[config.mk]
export PLATFORM = sky130hd
export DESIGN_NAME = proc_io_hub
export DESIGN_NICKNAME = d
export VERILOG_FILES = /design/src/rtl/proc_io_pkg.sv /design/src/rtl/io_in_slot.sv /design/src/rtl/proc_io_hub.sv
export SDC_FILE = /design/constraint.sdc
export NUM_CORES = 1
export LEC_CHECK = 0
export BUFFER_PORTS_ARGS = -buffer_cell sky130_fd_sc_hd__buf_2
export CAP_MARGIN = 25
export CORE_ASPECT_RATIO = 0.5
export CORE_MARGIN = 3
export CORE_UTILIZATION = 46
export DETAILED_ROUTE_END_ITERATION = 10
export PLACE_DENSITY_LB_ADDON = 0.2
export SYNTH_ARGS = -nofsm -noshare
export SYNTH_HDL_FRONTEND = slang
export SYNTH_SLANG_ARGS = --single-unit
export TNS_END_PERCENT = 10
[constraint.sdc]
create_clock -name clk -period 9.6 [get_ports clk]
set_input_delay 1.92 -clock clk [delete_from_list [all_inputs] [get_ports clk]]
set_output_delay 1.92 -clock clk [all_outputs]
set_load 0.01 [all_outputs]
[src/rtl/proc_io_pkg.sv]
// Shared definitions for the processor I/O hub: error-bit layout and the
// sticky-error update rule.
package proc_io_pkg;

  localparam int ERR_W        = 3;
  localparam int ERR_UNDERRUN = 0;
  localparam int ERR_BAD_IN   = 1;
  localparam int ERR_BAD_OUT  = 2;

  typedef logic [ERR_W-1:0] err_t;

  // A clear wipes the old bits, but any bit being set on the same edge survives.
  function automatic err_t err_next(input err_t cur, input err_t set, input logic clr);
    return (clr ? '0 : cur) | set;
  endfunction

endpackage

[src/rtl/io_in_slot.sv]
// One-entry input buffer: a data register plus a full flag. It can accept a
// new word when empty, or when the processor drains it on the same edge.
module io_in_slot #(
  parameter int NUBITS = 32
) (
  input  logic              clk,
  input  logic              rst,
  input  logic [NUBITS-1:0] in_data,
  input  logic              in_valid,
  output logic              in_ready,
  input  logic              rd,
  output logic [NUBITS-1:0] data,
  output logic              full
);

  logic load;

  assign in_ready = !full | rd;
  assign load     = in_valid & in_ready;

  // Load wins over consume, so a simultaneous read and write keeps the slot full.
  // NOTE: the data register is reset as well, so a reset never leaks a stale word onto proc_in.
  always_ff @(posedge clk or posedge rst) begin
    if (rst) begin
      data <= '0;
      full <= 1'b0;
    end else if (load) begin
      // NOTE: non-blocking assignments keep every register updating from pre-edge values.
      data <= in_data;
      full <= 1'b1;
    end else if (rd) begin
      full <= 1'b0;
    end
  end

endmodule

[src/rtl/proc_io_hub.sv]
// Processor I/O hub: NIN buffered input channels read by the processor and
// NOUT held output registers written by it, with sticky error reporting.
module proc_io_hub
  import proc_io_pkg::*;
#(
  parameter int NUBITS = 32,
  parameter int NBIOIN = 1,
  parameter int NBIOOU = 3,
  parameter int NIN    = 2,
  parameter int NOUT   = 7
) (
  input  logic                   clk,
  input  logic                   rst,
  output logic [NUBITS-1:0]      proc_in,
  input  logic [NBIOIN-1:0]      proc_addr_in,
  input  logic                   proc_req_in,
  input  logic [NUBITS-1:0]      proc_out,
  input  logic [NBIOOU-1:0]      proc_addr_out,
  input  logic                   proc_out_en,
  input  logic [NIN*NUBITS-1:0]  ext_in_data,
  input  logic [NIN-1:0]         ext_in_valid,
  output logic [NIN-1:0]         ext_in_ready,
  output logic [NOUT*NUBITS-1:0] ext_out_data,
  output logic [NOUT-1:0]        ext_out_valid,
  input  logic                   err_clr,
  output logic [ERR_W-1:0]       err
);

  logic [NIN-1:0]    in_hit;
  logic [NIN-1:0]    rd_hit;
  logic [NIN-1:0]    full;
  logic [NUBITS-1:0] slot_data [NIN];
  logic [NOUT-1:0]   out_hit;
  logic [NOUT-1:0]   wr_hit;
  err_t              err_set;

  // Input slots, one per channel; addresses with no matching slot select nothing.
  for (genvar i = 0; i < NIN; i++) begin : g_slot
    assign in_hit[i] = (proc_addr_in == NBIOIN'(i));
    assign rd_hit[i] = proc_req_in & in_hit[i];

    io_in_slot #(.NUBITS(NUBITS)) u_slot (
      .clk      (clk),
      .rst      (rst),
      .in_data  (ext_in_data[i*NUBITS +: NUBITS]),
      .in_valid (ext_in_valid[i]),
      .in_ready (ext_in_ready[i]),
      .rd       (rd_hit[i]),
      .data     (slot_data[i]),
      .full     (full[i])
    );
  end

  for (genvar k = 0; k < NOUT; k++) begin : g_out_hit
    assign out_hit[k] = (proc_addr_out == NBIOOU'(k));
  end
  assign wr_hit = out_hit & {NOUT{proc_out_en}};

  // Read mux: an unmapped input address returns zero.
  always_comb begin
    // NOTE: default first so no path through the loop leaves proc_in unassigned (no latch).
    proc_in = '0;
    for (int i = 0; i < NIN; i++) begin
      if (in_hit[i]) proc_in = slot_data[i];
    end
  end

  // Error sources for this edge.
  always_comb begin
    err_set               = '0;
    err_set[ERR_UNDERRUN] = |(rd_hit & ~full);
    err_set[ERR_BAD_IN]   = proc_req_in & ~|in_hit;
    err_set[ERR_BAD_OUT]  = proc_out_en & ~|out_hit;
  end

  // Output registers hold between writes; valid pulses for the cycle after each write.
  always_ff @(posedge clk or posedge rst) begin
    if (rst) begin
      ext_out_data  <= '0;
      ext_out_valid <= '0;
    end else begin
      ext_out_valid <= wr_hit;
      for (int k = 0; k < NOUT; k++) begin
        if (wr_hit[k]) ext_out_data[k*NUBITS +: NUBITS] <= proc_out;
      end
    end
  end

  // Sticky error register.
  always_ff @(posedge clk or posedge rst) begin
    if (rst) err <= '0;
    else     err <= err_next(err, err_set, err_clr);
  end

endmodule

### After elaboration in Yosys (flattened, before gate mapping)

Index checks and enable logic that the tools add are counted.

* $add $sub $neg: 0
* $mul: 0
* div/mod/pow operators: 0
* $lt $le $gt $ge: 0
* equal/unequal tests: 6
* shifts and indexed selects: 0
* multiplexer cells: 6
* bitwise gates (word level): 12
* reduce and logical (&&, ||, !) cells: 8

Operator list (count)
* 2-to-1 mux 32 bit: 1
* == test 3 bit (second input constant): 3
* AND 7 bit: 1
* OR reduction 7 bit: 1
* == test 3 x 2 -> 1 bit (second input constant): 2
* AND 1 bit: 5
* 2-to-1 mux 1 bit: 4
* nonzero test 2 bit: 2
* == test 3 x 1 -> 1 bit (second input constant): 1
* zero test 1 bit: 3
* zero test 3 bit: 1
* 2-to-1 mux 3 bit: 1
* bitwise OR 3 bit: 1
* AND 2 bit: 1
* NOT 2 bit: 1
* bitwise OR 1 bit: 2
* OR reduction 2 bit: 1
* NOT 1 bit: 1

* bits in registers: 300
* bits in latches: 0
* RAM bits: 0
* bits in read-only memories: 0
* output and inout bits: 268
* logic and storage cells: 45
* memories kept: 0

### Depth between registers and ports, before layout

* depth after elaboration: 5
* depth in mapped cells: 6

### Cells and area by module

A second synthesis with hierarchy kept.

* cells, all modules: 686
* area, all modules: 11888.9 µm²

Modules (own cells, without submodules)
* proc_io_hub: times used 1, cells an instance 542, area an instance 9098.7 µm², sequential area each 5830.6 µm²
* io_in_slot: times used 2, cells an instance 72, area an instance 1395.1 µm², sequential area each 825.8 µm²

### Worst setup path after synthesis

No wires, ideal clock.

* path kind: input to output
* start point: in proc_addr_in
* end point: out proc_in[0]
* arrival: 2.815 ns
* required time: 7.680 ns
* slack: 4.865 ns
* stages: 3
* buffers on the path: 2
* path through: buf_2 buf_1 mux2_2

* longest elaborated chain between the ends: 1

Ends and longest elaborated chain
* from (decl): RTL line proc_io_hub.sv:15 `input logic [NBIOIN-1:0] proc_addr_in,`
* 2-to-1 mux 32 bit: RTL line proc_io_hub.sv:64 `if (in_hit[i]) proc_in = slot_data[i];`
* to (decl): RTL line proc_io_hub.sv:14 `output logic [NUBITS-1:0] proc_in,`

No other way between the ends.

### Final worst setup path

* start point: in proc_addr_in
* end point: out proc_in[1]

Same word-level chain as after synthesis.

==> out/qor.csv <==
metric,value,unit
cts_resized,0,
synthMostInstantiatedCell,dfrtp_1,
clockBufferDepth,3,
synth_compound_area_share,0.275,%
design_area,0.0149,sq mm
worstRegToRegCells,4,
cts.sinks,299,
nNetsFinal,1171,
powerDensity,243,mW/mm^2
io_buffers,373,
dieArea,0.0278,sq mm
vias,7069,
crit_path_max_incr_delay,0.60,ns
drt-pass1-iter-count,4,
die_h,119,um
dieWidth,233,um
fp.coreArea,0.0246,sq mm
final_hold_viol_count,0,
place_congestion,0.806,
clk_pin_slew,0.06,ns
synthCells,686,
synth-simple-area-share,1.24,%
startpoint,proc_addr_in,
place_area,0.0139,sq mm
final_cells,1419,
ys_seq_elements,299,
peakVddDrop,0.155,mV
finalCriticalPeriod,5.01,ns
wl_per_cell,20.8,um
wirelength,29600,um
root_buffer,clkbuf_16,
min_to,ext_out_data[82],
synth.area.top_cells,"dfrtp_1, mux2_2, mux2_4, buf_2, buf_8",
syn_area,0.0118,sq mm
yosysWarnings,0,
cts_max_level,1,
p_leak,0.00734,uW
path_max_fanout,35,
grt_pass1_vias,7574,
cp.required,7.68,ns
post_cts_buffers,0,
crit_arrival,3.09,ns
r2r_end,g_slot[1].u_slot.data[16],
crit_top_cell,buf_2,
synth_top_family_by_area,multiplexers,
crit_buf_inv,2,
finalSetupViolCount,0,
syn_avg_cell_area,17.2,sq um
clock_latency,0.53,ns
grt_max_degree,79,
rsz0062_at_grt,no,
ant_nets,0,
crit_type,input pin to output port,
synth_seq_area_share,63.3,%
r2r_start,g_slot[1].u_slot.full,
numPlacedInstances,1370,
cts_tree,done,
slew_headroom,39.7,%
ys.flop_type,dfrtp_1,
synth_adder_area_share,0,%
cpLargestDelayFamily,buffers and inverters,
synth.top_cell.area_share,63.3,%
maxSlewViolCount,0,
antenna_found_initial,2,
worstHoldStart,ext_out_data[82],
synthMuxAreaShare,32.4,%
vias_per_cell,4.98,
max_slew.worst_pin.slew,0.902,ns
timing.fmax,200,MHz
ff2ff_setup_slack,8.05,ns
cts_buffers,27,
path_cells,buf_2 -> mux2_2 -> buf_2,
hold_path_class,flip-flop to flip-flop,
fin_skew,0.00276,ns
start_util,48.0,%
yosys-top-cells-count,"dfrtp_1, mux2_2, mux2_4, buf_2, buf_4",
overflow,0,
critPathSlowestCell,buf_2,
holdBufCountCts,0,
synth-edff-count,0,
synth_cell_types,24,
syn_to_final_growth,26.2,%
synth_top_area_cell,dfrtp_1,
fin_crit_sh,52.2,%
io_pins,375,
tns,0,ns
synthArstFlopShare,100,%
drive_gt1_share,70.5,%
multi_input_area,0.00403,sq mm
first_iter_violations,318,
std_cell_rows,40,
fillers,1975,
drc,0,
hpwlAfterDp,21300,um
start_kind,input pin,
track_usage,21.3,%
grt_pass1_wl,45900,um
status,finished clean,
synth_xor_area_share,0,%
syn_nets,793,
endpoint_kind,output port,
ff_latch_area,0.00748,sq mm
hold_depth,1,
cap_viol_max_count,0,
-- layout by cell type (no fill, tap or decap), drive strengths merged --
cell      instances
nand2             5
buf             387
nor3b             1
o21ai             1
nand4b            1
conb              1
bufinv            4
nand2b            5
a21bo             1
inv               5
clkbuf           35
clkinv            4
mux2i             1
dfrtp           299
diode             1
nor3              2
o22ai             1
a21boi            1
mux2            320
or2               2
nor2              1
clkinvlp          5
-- per-layer routing --
layer	up-vias	track usage [%]	share of wire [%]
li1	3184	-	-
met1	3641	27.0	41
met2	185	37.0	50
met3	59	4.76	5.1
met4	0	5.99	3.2
met5	-	0	0
-- state kept, by name, indices dropped and copies added, names as in the netlist --
signal / flops
g_slot.u_slot.data: 64
g_slot.u_slot.full: 2
ext_out_valid: 7
ext_out_data: 224
err: 2
-- logic make-up after synthesis --
logic type | Yosys count
multiplexers | 321
AO/OA/AOI/OAI | 4
other | 1
buffers and inverters | 44
flip-flops | 299
AND/OR/NAND/NOR | 17
-- cell type report --
cell class,instances,share of cell area [%]
flip-flops and latches,299,50.2
multi-input cells,343,27.0
repair buffers,387,13.4
clock buffers,35,5.07
well taps,336,2.82
clock inverters,12,1.24
inverters,6,0.176
diodes,1,0.0168
-- stage by stage --
stage	hold WS (ns)	total power [uW]	utilization (%)	setup WS, ns
6_report	0.502	3630	60.5	4.59
4_1_cts	0.503	3680	60.4	4.58
3_3_place_gp	0.482	2500	56.5	4.65
2_1_floorplan	0.474	2130	-	3.71
5_1_grt	0.509	3810	60.5	4.51
3_5_place_dp	0.488	2530	56.6	4.58
-- power by group --
part / switching, uW / internal [uW] / total, uW
logic: 391 / 437 / 828
registers: 139 / 1520 / 1660
clock network: 470 / 665 / 1130
total: 1000 / 2630 / 3630
-- worst max path at each step --
stage / end / slack [ns] / cells past startpoint
3_5_place_dp: proc_in[1] / 4.58 / 3
4_1_cts: proc_in[1] / 4.58 / 3
6_report: proc_in[1] / 4.59 / 3
5_1_grt: proc_in[11] / 4.51 / 3
2_1_floorplan: err[0] / 3.71 / 1
3_3_place_gp: proc_in[6] / 4.65 / 3
Note: power is estimated with default switching activity, not from simulation.
